### config.mk
export PLATFORM = sky130hd
export DESIGN_NAME = arc4_sched_flat
export DESIGN_NICKNAME = d
export VERILOG_FILES = /design/src/rtl/arc4_pkg.sv /design/src/rtl/arc4_sched_if.sv /design/src/rtl/s_port_mux.sv /design/src/rtl/arc4_sched.sv /design/src/flat_wrapper.sv
export SDC_FILE = /design/constraint.sdc
export NUM_CORES = 1
export LEC_CHECK = 0
export ABC_AREA = 1
export BUFFER_PORTS_ARGS = -buffer_cell sky130_fd_sc_hd__clkbuf_2
export CAP_MARGIN = 20
export CORE_MARGIN = 2
export CORE_UTILIZATION = 40
export CTS_CLUSTER_DIAMETER = 30
export DETAILED_ROUTE_END_ITERATION = 10
export PLACE_DENSITY_LB_ADDON = 0.05
export SYNTH_ARGS = -nofsm -noshare
export SYNTH_HDL_FRONTEND = slang
export SYNTH_SLANG_ARGS = --single-unit
### constraint.sdc
create_clock -name clk -period 4.2 [get_ports clk]
set_clock_uncertainty 0.15 [all_clocks]
set_input_delay 0.42 -clock clk [delete_from_list [all_inputs] [get_ports clk]]
set_output_delay 0.42 -clock clk [all_outputs]
set_load 0.01 [all_outputs]
### src/rtl/arc4_pkg.sv
// Shared types and widths for the ARC4 decryption datapath.
package arc4_pkg;

    localparam int unsigned S_ADDR_W = 8;
    localparam int unsigned S_DATA_W = 8;
    localparam int unsigned KEY_W    = 24;

    typedef enum logic [3:0] {
        StIdle,
        StInitGo,
        StInitBusy,
        StInitDone,
        StKsaGo,
        StKsaBusy,
        StKsaDone,
        StPrgaGo,
        StPrgaBusy,
        StPrgaDone
    } state_e;

    typedef enum logic [1:0] {
        OwnerNone,
        OwnerInit,
        OwnerKsa,
        OwnerPrga
    } owner_e;

endpackage

### src/rtl/arc4_sched_if.sv
// Host handshake, sub-block handshakes and S-memory request/port bundle of arc4_sched.
interface arc4_sched_if;
    import arc4_pkg::*;

    logic                en;
    logic                rdy;
    logic [KEY_W-1:0]    key;
    logic                err;
    logic [KEY_W-1:0]    key_out;

    logic                init_en,  ksa_en,  prga_en;
    logic                init_rdy, ksa_rdy, prga_rdy;

    logic [S_ADDR_W-1:0] init_s_addr,   ksa_s_addr,   prga_s_addr;
    logic [S_DATA_W-1:0] init_s_wrdata, ksa_s_wrdata, prga_s_wrdata;
    logic                init_s_wren,   ksa_s_wren,   prga_s_wren;

    logic [S_ADDR_W-1:0] s_addr;
    logic [S_DATA_W-1:0] s_wrdata;
    logic                s_wren;

    modport slave (
        input  en, key, init_rdy, ksa_rdy, prga_rdy,
               init_s_addr, ksa_s_addr, prga_s_addr,
               init_s_wrdata, ksa_s_wrdata, prga_s_wrdata,
               init_s_wren, ksa_s_wren, prga_s_wren,
        output rdy, err, key_out, init_en, ksa_en, prga_en,
               s_addr, s_wrdata, s_wren
    );

    modport master (
        output en, key, init_rdy, ksa_rdy, prga_rdy,
               init_s_addr, ksa_s_addr, prga_s_addr,
               init_s_wrdata, ksa_s_wrdata, prga_s_wrdata,
               init_s_wren, ksa_s_wren, prga_s_wren,
        input  rdy, err, key_out, init_en, ksa_en, prga_en,
               s_addr, s_wrdata, s_wren
    );

endinterface

### src/rtl/s_port_mux.sv
// 3:1 S-memory request mux selected by the registered owner; no owner drives all zeros.
module s_port_mux
    import arc4_pkg::*;
(
    input  owner_e              owner,
    input  logic [S_ADDR_W-1:0] init_addr,
    input  logic [S_DATA_W-1:0] init_wrdata,
    input  logic                init_wren,
    input  logic [S_ADDR_W-1:0] ksa_addr,
    input  logic [S_DATA_W-1:0] ksa_wrdata,
    input  logic                ksa_wren,
    input  logic [S_ADDR_W-1:0] prga_addr,
    input  logic [S_DATA_W-1:0] prga_wrdata,
    input  logic                prga_wren,
    output logic [S_ADDR_W-1:0] s_addr,
    output logic [S_DATA_W-1:0] s_wrdata,
    output logic                s_wren
);

    always_comb begin
        s_addr   = '0;
        s_wrdata = '0;
        s_wren   = 1'b0;
        unique case (owner)
            OwnerInit: begin
                s_addr   = init_addr;
                s_wrdata = init_wrdata;
                s_wren   = init_wren;
            end
            OwnerKsa: begin
                s_addr   = ksa_addr;
                s_wrdata = ksa_wrdata;
                s_wren   = ksa_wren;
            end
            OwnerPrga: begin
                s_addr   = prga_addr;
                s_wrdata = prga_wrdata;
                s_wren   = prga_wren;
            end
            default: ;
        endcase
    end

endmodule

### src/rtl/arc4_sched.sv
// ARC4 pass sequencer: runs init, KSA, then PRGA, owns the shared S-memory port and
// watchdogs every phase so a hung sub-block is reported instead of stalling the pass.
module arc4_sched
    import arc4_pkg::*;
#(
    parameter int unsigned TIMEOUT_CYCLES = 65536,
    parameter int unsigned CNT_W          = 17
) (
    input  logic        clk,
    input  logic        rst_n,
    arc4_sched_if.slave bus
);

    localparam logic [CNT_W-1:0] WdogLast = CNT_W'(TIMEOUT_CYCLES - 1);
    localparam logic [CNT_W-1:0] WdogMax  = '1;

    state_e           state_q, state_d;
    owner_e           owner_q, owner_d;
    logic             err_q, err_d;
    logic [KEY_W-1:0] key_q, key_d;
    logic [CNT_W-1:0] wdog_q, wdog_d;
    logic             timeout;

    // Phase cycle k sees wdog_q == k, so the last allowed cycle is TIMEOUT_CYCLES-1.
    assign timeout = (state_q != StIdle) && (wdog_q >= WdogLast);

    always_comb begin
        state_d     = state_q;
        owner_d     = owner_q;
        err_d       = err_q;
        key_d       = key_q;
        wdog_d      = '0;
        bus.rdy     = 1'b0;
        bus.init_en = 1'b0;
        bus.ksa_en  = 1'b0;
        bus.prga_en = 1'b0;

        if (state_q != StIdle) begin
            wdog_d = (wdog_q == WdogMax) ? wdog_q : wdog_q + 1'b1;
        end

        unique case (state_q)
            StIdle: begin
                bus.rdy = 1'b1;
                if (bus.en) begin
                    key_d   = bus.key;
                    err_d   = 1'b0;
                    state_d = StInitGo;
                end
            end
            StInitGo: begin
                if (bus.init_rdy) begin
                    bus.init_en = 1'b1;
                    owner_d     = OwnerInit;
                    state_d     = StInitBusy;
                end
            end
            StInitBusy: if (!bus.init_rdy) state_d = StInitDone;
            StInitDone: begin
                if (bus.init_rdy) begin
                    state_d = StKsaGo;
                    wdog_d  = '0;
                end
            end
            StKsaGo: begin
                if (bus.ksa_rdy) begin
                    bus.ksa_en = 1'b1;
                    owner_d    = OwnerKsa;
                    state_d    = StKsaBusy;
                end
            end
            StKsaBusy: if (!bus.ksa_rdy) state_d = StKsaDone;
            StKsaDone: begin
                if (bus.ksa_rdy) begin
                    state_d = StPrgaGo;
                    wdog_d  = '0;
                end
            end
            StPrgaGo: begin
                if (bus.prga_rdy) begin
                    bus.prga_en = 1'b1;
                    owner_d     = OwnerPrga;
                    state_d     = StPrgaBusy;
                end
            end
            StPrgaBusy: if (!bus.prga_rdy) state_d = StPrgaDone;
            StPrgaDone: begin
                if (bus.prga_rdy) begin
                    owner_d = OwnerNone;
                    state_d = StIdle;
                end
            end
            default: state_d = StIdle;
        endcase

        // A timed-out phase is abandoned outright: no start pulse, no further hand-off.
        if (timeout) begin
            bus.init_en = 1'b0;
            bus.ksa_en  = 1'b0;
            bus.prga_en = 1'b0;
            owner_d     = OwnerNone;
            err_d       = 1'b1;
            state_d     = StIdle;
            wdog_d      = '0;
        end
    end

    always_ff @(posedge clk or negedge rst_n) begin
        if (!rst_n) begin
            state_q <= StIdle;
            owner_q <= OwnerNone;
            err_q   <= 1'b0;
            key_q   <= '0;
            wdog_q  <= '0;
        end else begin
            state_q <= state_d;
            owner_q <= owner_d;
            err_q   <= err_d;
            key_q   <= key_d;
            wdog_q  <= wdog_d;
        end
    end

    assign bus.err     = err_q;
    assign bus.key_out = key_q;

    s_port_mux u_s_port_mux (
        .owner       (owner_q),
        .init_addr   (bus.init_s_addr),
        .init_wrdata (bus.init_s_wrdata),
        .init_wren   (bus.init_s_wren),
        .ksa_addr    (bus.ksa_s_addr),
        .ksa_wrdata  (bus.ksa_s_wrdata),
        .ksa_wren    (bus.ksa_s_wren),
        .prga_addr   (bus.prga_s_addr),
        .prga_wrdata (bus.prga_s_wrdata),
        .prga_wren   (bus.prga_s_wren),
        .s_addr      (bus.s_addr),
        .s_wrdata    (bus.s_wrdata),
        .s_wren      (bus.s_wren)
    );

endmodule

### src/flat_wrapper.sv
// flat-port wrapper written by rule: the top's interface ports become plain ports
module arc4_sched_flat import arc4_pkg::*;
#(
    parameter int unsigned TIMEOUT_CYCLES = 65536,
    parameter int unsigned CNT_W          = 17
)
  (clk, rst_n, bus_en, bus_key, bus_init_rdy, bus_ksa_rdy, bus_prga_rdy, bus_init_s_addr, bus_ksa_s_addr, bus_prga_s_addr, bus_init_s_wrdata, bus_ksa_s_wrdata, bus_prga_s_wrdata, bus_init_s_wren, bus_ksa_s_wren, bus_prga_s_wren, bus_rdy, bus_err, bus_key_out, bus_init_en, bus_ksa_en, bus_prga_en, bus_s_addr, bus_s_wrdata, bus_s_wren);
  arc4_sched_if bus_i ();
  input  logic clk;
  input  logic rst_n;
  input wire logic [$bits(bus_i.en)-1:0] bus_en;
  input wire logic [$bits(bus_i.key)-1:0] bus_key;
  input wire logic [$bits(bus_i.init_rdy)-1:0] bus_init_rdy;
  input wire logic [$bits(bus_i.ksa_rdy)-1:0] bus_ksa_rdy;
  input wire logic [$bits(bus_i.prga_rdy)-1:0] bus_prga_rdy;
  input wire logic [$bits(bus_i.init_s_addr)-1:0] bus_init_s_addr;
  input wire logic [$bits(bus_i.ksa_s_addr)-1:0] bus_ksa_s_addr;
  input wire logic [$bits(bus_i.prga_s_addr)-1:0] bus_prga_s_addr;
  input wire logic [$bits(bus_i.init_s_wrdata)-1:0] bus_init_s_wrdata;
  input wire logic [$bits(bus_i.ksa_s_wrdata)-1:0] bus_ksa_s_wrdata;
  input wire logic [$bits(bus_i.prga_s_wrdata)-1:0] bus_prga_s_wrdata;
  input wire logic [$bits(bus_i.init_s_wren)-1:0] bus_init_s_wren;
  input wire logic [$bits(bus_i.ksa_s_wren)-1:0] bus_ksa_s_wren;
  input wire logic [$bits(bus_i.prga_s_wren)-1:0] bus_prga_s_wren;
  output wire logic [$bits(bus_i.rdy)-1:0] bus_rdy;
  output wire logic [$bits(bus_i.err)-1:0] bus_err;
  output wire logic [$bits(bus_i.key_out)-1:0] bus_key_out;
  output wire logic [$bits(bus_i.init_en)-1:0] bus_init_en;
  output wire logic [$bits(bus_i.ksa_en)-1:0] bus_ksa_en;
  output wire logic [$bits(bus_i.prga_en)-1:0] bus_prga_en;
  output wire logic [$bits(bus_i.s_addr)-1:0] bus_s_addr;
  output wire logic [$bits(bus_i.s_wrdata)-1:0] bus_s_wrdata;
  output wire logic [$bits(bus_i.s_wren)-1:0] bus_s_wren;
  assign bus_i.en = bus_en;
  assign bus_i.key = bus_key;
  assign bus_i.init_rdy = bus_init_rdy;
  assign bus_i.ksa_rdy = bus_ksa_rdy;
  assign bus_i.prga_rdy = bus_prga_rdy;
  assign bus_i.init_s_addr = bus_init_s_addr;
  assign bus_i.ksa_s_addr = bus_ksa_s_addr;
  assign bus_i.prga_s_addr = bus_prga_s_addr;
  assign bus_i.init_s_wrdata = bus_init_s_wrdata;
  assign bus_i.ksa_s_wrdata = bus_ksa_s_wrdata;
  assign bus_i.prga_s_wrdata = bus_prga_s_wrdata;
  assign bus_i.init_s_wren = bus_init_s_wren;
  assign bus_i.ksa_s_wren = bus_ksa_s_wren;
  assign bus_i.prga_s_wren = bus_prga_s_wren;
  assign bus_rdy = bus_i.rdy;
  assign bus_err = bus_i.err;
  assign bus_key_out = bus_i.key_out;
  assign bus_init_en = bus_i.init_en;
  assign bus_ksa_en = bus_i.ksa_en;
  assign bus_prga_en = bus_i.prga_en;
  assign bus_s_addr = bus_i.s_addr;
  assign bus_s_wrdata = bus_i.s_wrdata;
  assign bus_s_wren = bus_i.s_wren;
  arc4_sched #(.TIMEOUT_CYCLES(TIMEOUT_CYCLES), .CNT_W(CNT_W)) u_core (.clk(clk), .rst_n(rst_n), .bus(bus_i));
endmodule
======== After elaboration in Yosys (flattened, before gate mapping) ========
Cells that the tools add are included.
cells by class
  add/subtract/negate cells ............... 1
  magnitude comparators ................... 1
  eq/ne operators ......................... 23
  mux-type cells .......................... 40
  reductions and logical operators ........ 10
operators with widths
  operator               number
  $mux 17                5
  $pmux 8 s3             2
  $mux 4                 11
  $pmux 4 s10            1
  $pmux 17 s2            1
  $ne 3x2->1 const B     10
  $add 17x1->17 const B  1
  $eq 17x17->1 const B   1
  $ge 17x16->1 const B   1
  $eq 4x3->1 const B     4
  $mux 1                 13
  $mux 2                 5
  $reduce_and 10->1      1
  $eq 4x2->1 const B     2
  $eq 4x4->1 const B     2
  $pmux 2 s4             1
  $reduce_and 5->1       1
  $reduce_bool 5->1      1
  $eq 2x2->1 const B     2
  $eq 4x1->1 const B     1
  $logic_not 4->1        1
  $reduce_and 2->1       2
  $reduce_bool 2->1      2
  $reduce_bool 4->1      1
  other kinds (3)        3
word-level totals
  register bits after elaboration ......... 48
  input bits .............................. 81
  output and inout bits ................... 46
  logic and storage cells ................. 80

======== Logic depth before layout (Yosys ltp) ========
Gate-level depths: netlist of the first run.
  word-level depth ........................ 6
  mapped depth ............................ 11
  gate-level depth less buffers ........... 11

======== Modules after synthesis ========
Synthesis of the first run repeated with hierarchy kept, for this count alone.
unflattened totals
  cell total of the unflattened synthesis .. 398
  area total of the unflattened synthesis .. 3,181.8 µm²
modules (own cells, without submodules)
  module      times used  cells each  area an instance (µm²)  sequential area each (µm²)
  arc4_sched  1           318         2,551.2                 1,201.2
  s_port_mux  1           80          630.6                   0.0

======== Worst setup path after synthesis of the first run ========
OpenSTA, ideal clock, no wires.
  path type ............................... register to output
  from .................................... reg u_core.wdog_q[0]
  to ...................................... out bus_ksa_en
  data arrival time ....................... 1.529 ns
  required time ........................... 3.630 ns
  setup slack ............................. 2.101 ns
  cell stages (with the launch flop) ...... 11
  path buffers ............................ 0
  cell sequence ........................... dfrtp_1 > ha_1 > nand2_1 > inv_1 > nand2_4 > nor2_2 > nand3_2 > nand3_4 > nand2_4 > clkinv_4 > nor3_1
between the ends
  longest elaborated chain between the ends .. 3
ends and longest elaborated chain
  element                 RTL line            RTL
  from (decl)             arc4_sched.sv:21    logic [CNT_W-1:0] wdog_q, wdog_d;
  from (signal assigned)  arc4_sched.sv:120   wdog_q <= wdog_d;
  $ge 17x16->1            arc4_sched.sv:25    assign timeout = (state_q != StIdle) && (wdog_q >= WdogLast);
  $logic_and 1x1->1       arc4_sched.sv:25
  $mux 1                  arc4_sched.sv:97    if (timeout) begin
  to (decl)               flat_wrapper.sv:29  output wire logic [$bits(bus_i.ksa_en)-1:0] bus_ksa_en;
No other way between the ends.

======== Worst setup path after layout of the first run ========
Same ends and word-level chain as after synthesis.

==> metrics.txt, run 1 <==
outcome=complete, no violations; layout cells sized above 1=30.51%; crit path kind=reg2out; core box area=a little over 0.007 mm2; Finished Cell Area=around 0.0038 mm2; initial antenna violation count=0; Final Max Tran Viols=0; initial core utilization=roughly two fifths; final hold violations=0; Detailed Routing Iterations Pass 1=4; worst endpoint data arrival time=2010 ps; #FFs+latches synth=48; first-pass GRT wire length=~12 mm; met3 wire len=513 um; Total Neg Setup Slack=0 ps; IO Port Bufs=approximately 130; Period Utilization, post-route=roughly three fifths; length of routed wiring on met1=~3.2 mm; Clock Sink Count=48; worst vdd ir=around 0.31 mV; boundary pin count=127; dpl hpwl=roughly 5.7 mm; Setup Viol. Count Final=0; Die ar.=0.007954 mm2; Via density=between 4 and 5; antenna-violating nets left=0; sequential cell area fraction in the yosys report=about two fifths; yosys warns=0; f_max=386.8 MHz; Required @ worst endpoint=around 3600 ps; Mapped Area=a little under 0.003 mm2; row count=31; Gate Count Post-Synth=a little over 400; CTS tree=yes; GPL Wtd Cong=0.9537; Min-Delay Path Class=in2reg; routed length on met2=about 3.5 mm; Syn Nets=around 500; Worst Max-Slew Pin Slew=575.0 ps; Highest Signal Layer=met4; area growth from synthesis to layout=29.53%; vias in the first global route=2,649; CTS Buf Count=5; number of distinct library cells after synthesis=34; clock latency at the later pin of the worst-skew pair=around 300 ps; post-place instance area=about 0.0036 mm2; crit path max fanout=6; Crit. End Element=output pin; routed wire length per instance=about 11 um; Die Height=a little under 90 um; PnR Total Power=approximately 2.2 mW; Clock Path Buffers=2; clock root buffer=clkbuf_8; Layout Nets=~630; Syn Area/Cell=6.995 um2; gr ovfl total=0; PD cells=between 500 and 600 mW/mm2; setup repair bufs after CTS=0; pin count of the biggest net entering global routing=38; H-tree levels=2; Clock transition at path regs=100 ps; Pleak=roughly 2.1 nW; Final min period=around 2600 ps; Diodes inserted=0; Max transition margin=roughly 62%; fillers=792; Max-Cap Viols=0; DRT iter0 DRCs=95; WL final=between 7 and 8 mm; # DRC=0; GRT Overall Usage=a little under a fifth; CP startpoint kind=flop; via count=2,984; Chip Width=around 89 um; RSZ-0062 raised after global routing=false
## per-stage QoR
step	std cells	hold slack (ps)	util, %	setup slack, ps
final	643	155.0	52.68	1615
after global routing	643	151.2	52.68	1400
after CTS	642	146.8	52.58	1586
after detailed placement	633	176.1	50.51	1934
after global placement	633	177.2	50.51	2010
after floorplan	415	-25.59	-	2101
## worst max-delay path, stage by stage, from the launching register on
cell and delay (ps):
dfrtp_1 410, ha_1 270, nand2_1 110, inv_1 80, nand2_4 90, nor2_2 50
nand3_2 90, nand3_4 120, nand2_4 120, clkinv_4 80, nor3_1 140, clkbuf_2 160
## logic make-up (layout without fill, tap and decap cells)
logic type / count (synthesis) / count (layout) / synth area share [%]
xor gates and xnor gates: 3 / 3 / 0.9053
AOI/OAI and AO/OA: 19 / 19 / 3.793
other: 1 / 1 / 0.1292
buffers and inverters: 49 / 178 / 7.543
adders and majority gates: 1 / 1 / 0.4310
DFF: 48 / 48 / 41.38
and+or+nand+nor: 294 / 294 / 45.82
## final timing paths
path,startpoint,end,slack [ps],cells past startpoint
worst max-delay path,u_core.wdog_q[0],bus_ksa_en,1620,11
worst min-delay path,bus_key[4],u_core.bus.key_out[4],160,3
worst max register to register,u_core.state_q[2],u_core.bus.key_out[9],2060,8
worst min register to register,u_core.bus.key_out[3],u_core.bus.key_out[3],330,2
max in group asynchronous,rst_n,u_core.wdog_q[14],2750,3
min in group asynchronous,rst_n,u_core.wdog_q[6],390,2
## cells in the final DEF, fill, tap and decap left out, types with 3 or more instances in the layout
master,count
nand2_1,181
clkbuf_2,126
dfrtp_1,48
nor2_1,44
inv_1,32
nand3_1,32
nand4_1,8
nor3_1,7
a21oi_1,7
nor2_4,6
inv_2,6
clkbuf_8,5
o21ai_0,4
nand2_2,3
nand3_2,3
nor2_2,3
## layer usage
layer  vias up  GRT usage, %
li1       1548             -
met4         0         4.478
met3         4         4.801
met2        88         30.24
met1      1344         24.71
met5         -             0
## flip-flops by register name, summed over array words and instances, names as in the netlist
name / flops
u_core.bus.err: 1
u_core.bus.key_out: 24
u_core.owner_q: 2
u_core.state_q: 4
u_core.wdog_q: 17
## report_power, final
group | internal (mW) | leakage, nW | switching [mW]
clock | 0.240 | 0.0687 | 0.164
combinational | 0.383 | 1.44 | 0.653
sequential | 0.611 | 0.622 | 0.101
total | 1.23 | 2.13 | 0.917
## Yosys cell counts (all sizes together)
cell / instances / area (um2)
nand4: 9 / 71.32
nand3b: 1 / 7.510
o21bai: 2 / 15.01
o21ai: 7 / 38.79
xnor2: 1 / 8.760
conb: 1 / 3.750
inv: 38 / 142.6
nand2: 186 / 720.7
clkinv: 3 / 16.27
buf: 5 / 48.79
xor2: 2 / 17.52
dfrtp: 48 / 1201
nor3: 8 / 51.30
clkbuf: 3 / 11.26
a31oi: 2 / 12.51
nor2: 54 / 271.5
ha: 1 / 12.51
nand3: 36 / 207.7
a21oi: 8 / 43.79
## layout make-up
class / count / area, um2 / area share [%]
clock buffer: 5 / 68.82 / 1.830
timing repair buffer: 129 / 655.6 / 17.44
inverter: 41 / 158.9 / 4.226
clock inverter: 3 / 68.82 / 1.830
tap: 99 / 123.9 / 3.295
sequential: 48 / 1201 / 31.95
multi-input combinational: 318 / 1483 / 39.43
## what timing repair did
action	CTS	global route
hold buffers	1	0
hold endpoints to repair	11	0
gates resized for setup	0	0
Note: power is estimated with default switching activity, not from simulation.
==> run 2: changes to the inputs <==
--- a/config.mk
+++ b/config.mk
@@ -5,7 +5,7 @@
 export SDC_FILE = /design/constraint.sdc
 export NUM_CORES = 1
 export LEC_CHECK = 0
-export ABC_AREA = 1
+export ABC_AREA = 0
 export BUFFER_PORTS_ARGS = -buffer_cell sky130_fd_sc_hd__clkbuf_2
 export CAP_MARGIN = 20
 export CORE_MARGIN = 2
==> constraint.sdc (replaced) <==
create_clock -name clk -period 2.7 [get_ports clk]
set_clock_uncertainty 0.15 [all_clocks]
set_input_delay 0.27 -clock clk [delete_from_list [all_inputs] [get_ports clk]]
set_output_delay 0.27 -clock clk [all_outputs]
set_load 0.01 [all_outputs]
==> run 2 against run 1 <==
Final cell count is 29% lower. Sequential share of layout area up 2.0 points. Largest power group unchanged. Non-clock buffer count rose by 2. Highest routed layer unchanged.
==> metrics.txt, run 2 <==
Pleak=1.718 nW (was 2.130 nW); fillers=657 (was 792); Mapped Area=0.002739 mm2 (was 0.002903 mm2); CP bufs+invs=1 (was 3); outcome=complete, no violations (unchanged); RR Startpoint=u_core.state_q[1] (was u_core.state_q[2]); Post-synth EDFFs=0 (unchanged); layout cells sized above 1=49.08% (was 30.51%); Min-Delay Path Class=in2reg (unchanged); routed wire length per instance=14.14 um (was 11.26 um); clock root buffer=clkbuf_8 (unchanged); slowest CP cell=dfrtp_1 (unchanged); vias in the first global route=2,086 (was 2,649); hold depth=2 (was 3); RSZ-0062 raised after global routing=false (unchanged); Clock Path Buffers=2 (unchanged); Required @ worst endpoint=2280 ps (was 3630 ps); hold path endpoint=u_core.bus.key_out[12] (was u_core.bus.key_out[4]); f_max=~450 MHz; Gate Count Post-Synth=258 (was 415); clock latency at the later pin of the worst-skew pair=290 ps (was 300 ps); Total Neg Setup Slack=0 ps (unchanged); r2r worst-path depth=5 (was 8); final hold violations=0 (unchanged); core box area=0.006719 mm2 (was 0.007137 mm2); Syn Area/Cell=10.62 um2 (was 6.995 um2); via count=2,359 (was 2,984); yosys warns=0 (unchanged); area growth from synthesis to layout=29.24% (was 29.53%); CTS resizes=0 (unchanged); commonest cells in the netlist=48 x dfrtp_1, 40 x mux2_2, 28 x nor2_1, 17 x a22o_1, 10 x nand2_1 (was 181 x nand2_1, 48 x dfrtp_1, 44 x nor2_1, 32 x inv_1, 32 x nand3_1); Final min period=2198 ps; row count=30 (was 31); Worst Max-Slew Pin Slew=617.4 ps (was 575.0 ps); Via density=5.139 (was 4.641); CTS tree=yes (unchanged); initial antenna violation count=0 (unchanged); sequential cell area fraction in the yosys report=43.86% (was 41.38%); Final WS setup=501.9 ps (was 1615 ps); Top delay family on crit path=simple AND/OR/NAND/NOR gates (unchanged); Setup Viol. Count Final=0 (unchanged); max reg flops=24 (unchanged); number of distinct library cells after synthesis=48 (was 34); DRT iter0 DRCs=93 (was 95); Clock transition at path regs=90 ps (was 100 ps); antenna-violating nets left=0 (unchanged); H-tree levels=2 (unchanged); boundary pin count=127 (unchanged); gr ovfl total=0 (unchanged); area of the multi-input gates=0.001435 mm2 (was 0.001483 mm2); GRT Overall Usage=16.69% (was 18.52%); commonest cells after routing, fill and taps aside=126 x clkbuf_2, 48 x dfrtp_1, 40 x mux2_2 (was 181 x nand2_1, 126 x clkbuf_2, 48 x dfrtp_1); # DRC=0 (unchanged); crit path kind=reg2out (unchanged); Detailed Routing Iterations Pass 1=5 (was 4); Clock Sink Count=48 (unchanged); register area=0.001201 mm2 (unchanged); Hold Path Origin=bus_key[12] (was bus_key[4]); Final Max Tran Viols=0 (unchanged); #FFs+latches synth=48 (unchanged); IO Port Bufs=126 (unchanged); Yosys top cell by area=dfrtp_1 (unchanged); dpl hpwl=4.896 mm (was 5.711 mm); pin count of the biggest net entering global routing=49 (was 38); worst-path cell chain=nand4_1, nor2_4, a41o_2, nor2_1, clkbuf_2 (was ha_1, nand2_1, inv_1, nand2_4, nor2_2, nand3_2, nand3_4, nand2_4, clkinv_4, nor3_1, clkbuf_2); Period Utilization, post-route=about four fifths; WL final=6.488 mm (was 7.237 mm); crit path max fanout=10 (was 6); Crit. End Element=output pin (unchanged); commonest register cell after synthesis=dfrtp_1 (unchanged); commonest non-fill, non-tap cell in the layout=clkbuf_2 (was nand2_1); Max-Cap Viols=0 (unchanged); first-pass GRT wire length=10.05 mm (was 11.74 mm); GPL Wtd Cong=0.8706 (was 0.9537); ys async rst share=100.0% (unchanged); CTS Buf Count=5 (unchanged); CP startpoint kind=flop (unchanged); worst endpoint data arrival time=1780 ps (was 2010 ps); Die ar.=0.007525 mm2 (was 0.007954 mm2); RR Endpoint=u_core.state_q[0] (was u_core.bus.key_out[9]); PD cells=893.7 mW/mm2 (was 572.0 mW/mm2); Die Height=86.75 um (was 89.19 um); R2R Setup Slk=540 ps (was 2060 ps); initial core utilization=40.76% (was 40.67%); dpl ws=513.7 ps (was 1934 ps); Syn Nets=340 (was 497); ranking of synthesized cells by area=dfrtp_1 44%, mux2_2 16%, a22o_1 5.4%, nor2_1 3.8%, xor2_1 2.2% (was dfrtp_1 41%, nand2_1 23%, nor2_1 5.7%, nand3_1 5.5%, inv_1 4.1%); area fraction of the dominant cell type after synthesis=43.86% (was 41.38%); Diodes inserted=0 (unchanged); Max transition margin=58.84% (was 61.58%); top-count cell post-synth=dfrtp_1 (was nand2_1); Layout Nets=461 (was 625); Crit path largest cell delay=430 ps (was 410 ps); worst vdd ir=0.3917 mV (was 0.3144 mV); Chip Width=86.75 um (was 89.19 um)
==> run 2: changes by cell type in the layout (fill, tap and decap cells not counted), sizes merged, moves of 3 or more <==
| cell | previous run | this run |
|---|---|---|
| nand2 | 186 | 11 |
| mux2 | 0 | 42 |
| inv | 39 | 1 |
| nand3 | 36 | 9 |
| nor2 | 54 | 29 |
| a22o | 0 | 17 |
| and3 | 0 | 6 |
| xor2 | 2 | 7 |
| nor2b | 0 | 4 |
| a31oi | 2 | 5 |
| clkinv | 3 | 0 |
| nand4 | 9 | 6 |
| or3 | 0 | 3 |
==> run 2: what timing repair did <==
action,4_1_cts,5_1_grt
hold buffers,1,0
buffers inserted,0,0
hold endpoints to repair,48,0
==> run 2: cells by family (layout without fill, tap and decap cells) <==
logic type / count (synthesis) / after routing / share of synthesized area (%)
mux: 44 / 44 / 18.00
compound gates: 51 / 51 / 14.02
xor+xnor: 7 / 7 / 2.239
buf+inv: 18 / 139 / 3.746
flops: 48 / 48 / 43.86
simple gates: 88 / 88 / 17.54
fa+ha+maj: 1 / 1 / 0.4568
other cells: 1 / 1 / 0.1369
==> run 2: worst max-delay path by stage <==
stage,slack [ps],start,end,depth (start not counted)
after floorplan,860,u_core.owner_q[0],bus_s_addr[5],4
after global placement,590,u_core.state_q[1],u_core.state_q[0],5
after detailed placement,510,u_core.state_q[1],u_core.state_q[0],5
after CTS,480,u_core.wdog_q[0],bus_init_en,6
after global routing,350,u_core.state_q[1],u_core.state_q[0],5
final,500,u_core.wdog_q[3],bus_init_en,5
==> run 2: power by group <==
group | switching, mW | internal, mW | leakage [nW]
registers | 0.185 | 0.950 | 0.606
clock network | 0.235 | 0.365 | 0.0642
logic | 0.708 | 0.721 | 1.05
==> run 2: metrics by stage <==
step / instances / area, um2 / util (%) / power (mW) / hold slack (ps)
after floorplan: 258 / 2739 / - / 2.106 / -175.6
after global placement: 451 / 3401 / 50.61 / 2.586 / 257.4
after detailed placement: 451 / 3401 / 50.61 / 2.609 / 267.7
after CTS: 459 / 3540 / 52.68 / 3.210 / 22.38
after global routing: 459 / 3540 / 52.68 / 3.393 / 25.21
final: 459 / 3540 / 52.68 / 3.163 / 30.92
==> run 2: layout make-up <==
| cell class | count | area share, % |
|---|---|---|
| Clock buffer | 5 | 1.944 |
| Clock inverter | 2 | 1.697 |
| Inverter | 1 | 0.1060 |
| Multi-Input combinational cell | 192 | 40.54 |
| Sequential cell | 48 | 33.93 |
| Tap cell | 80 | 2.828 |
| Timing Repair Buffer | 131 | 18.95 |
==> run 2: layer usage <==
layer,GRT usage (%),vias to the layer above,part of all wire (%)
li1,-,1191,-
met3,3.619,6,6.9
met5,0,-,0
met4,4.403,0,0.97
met2,29.02,92,50
met1,21.02,1070,42
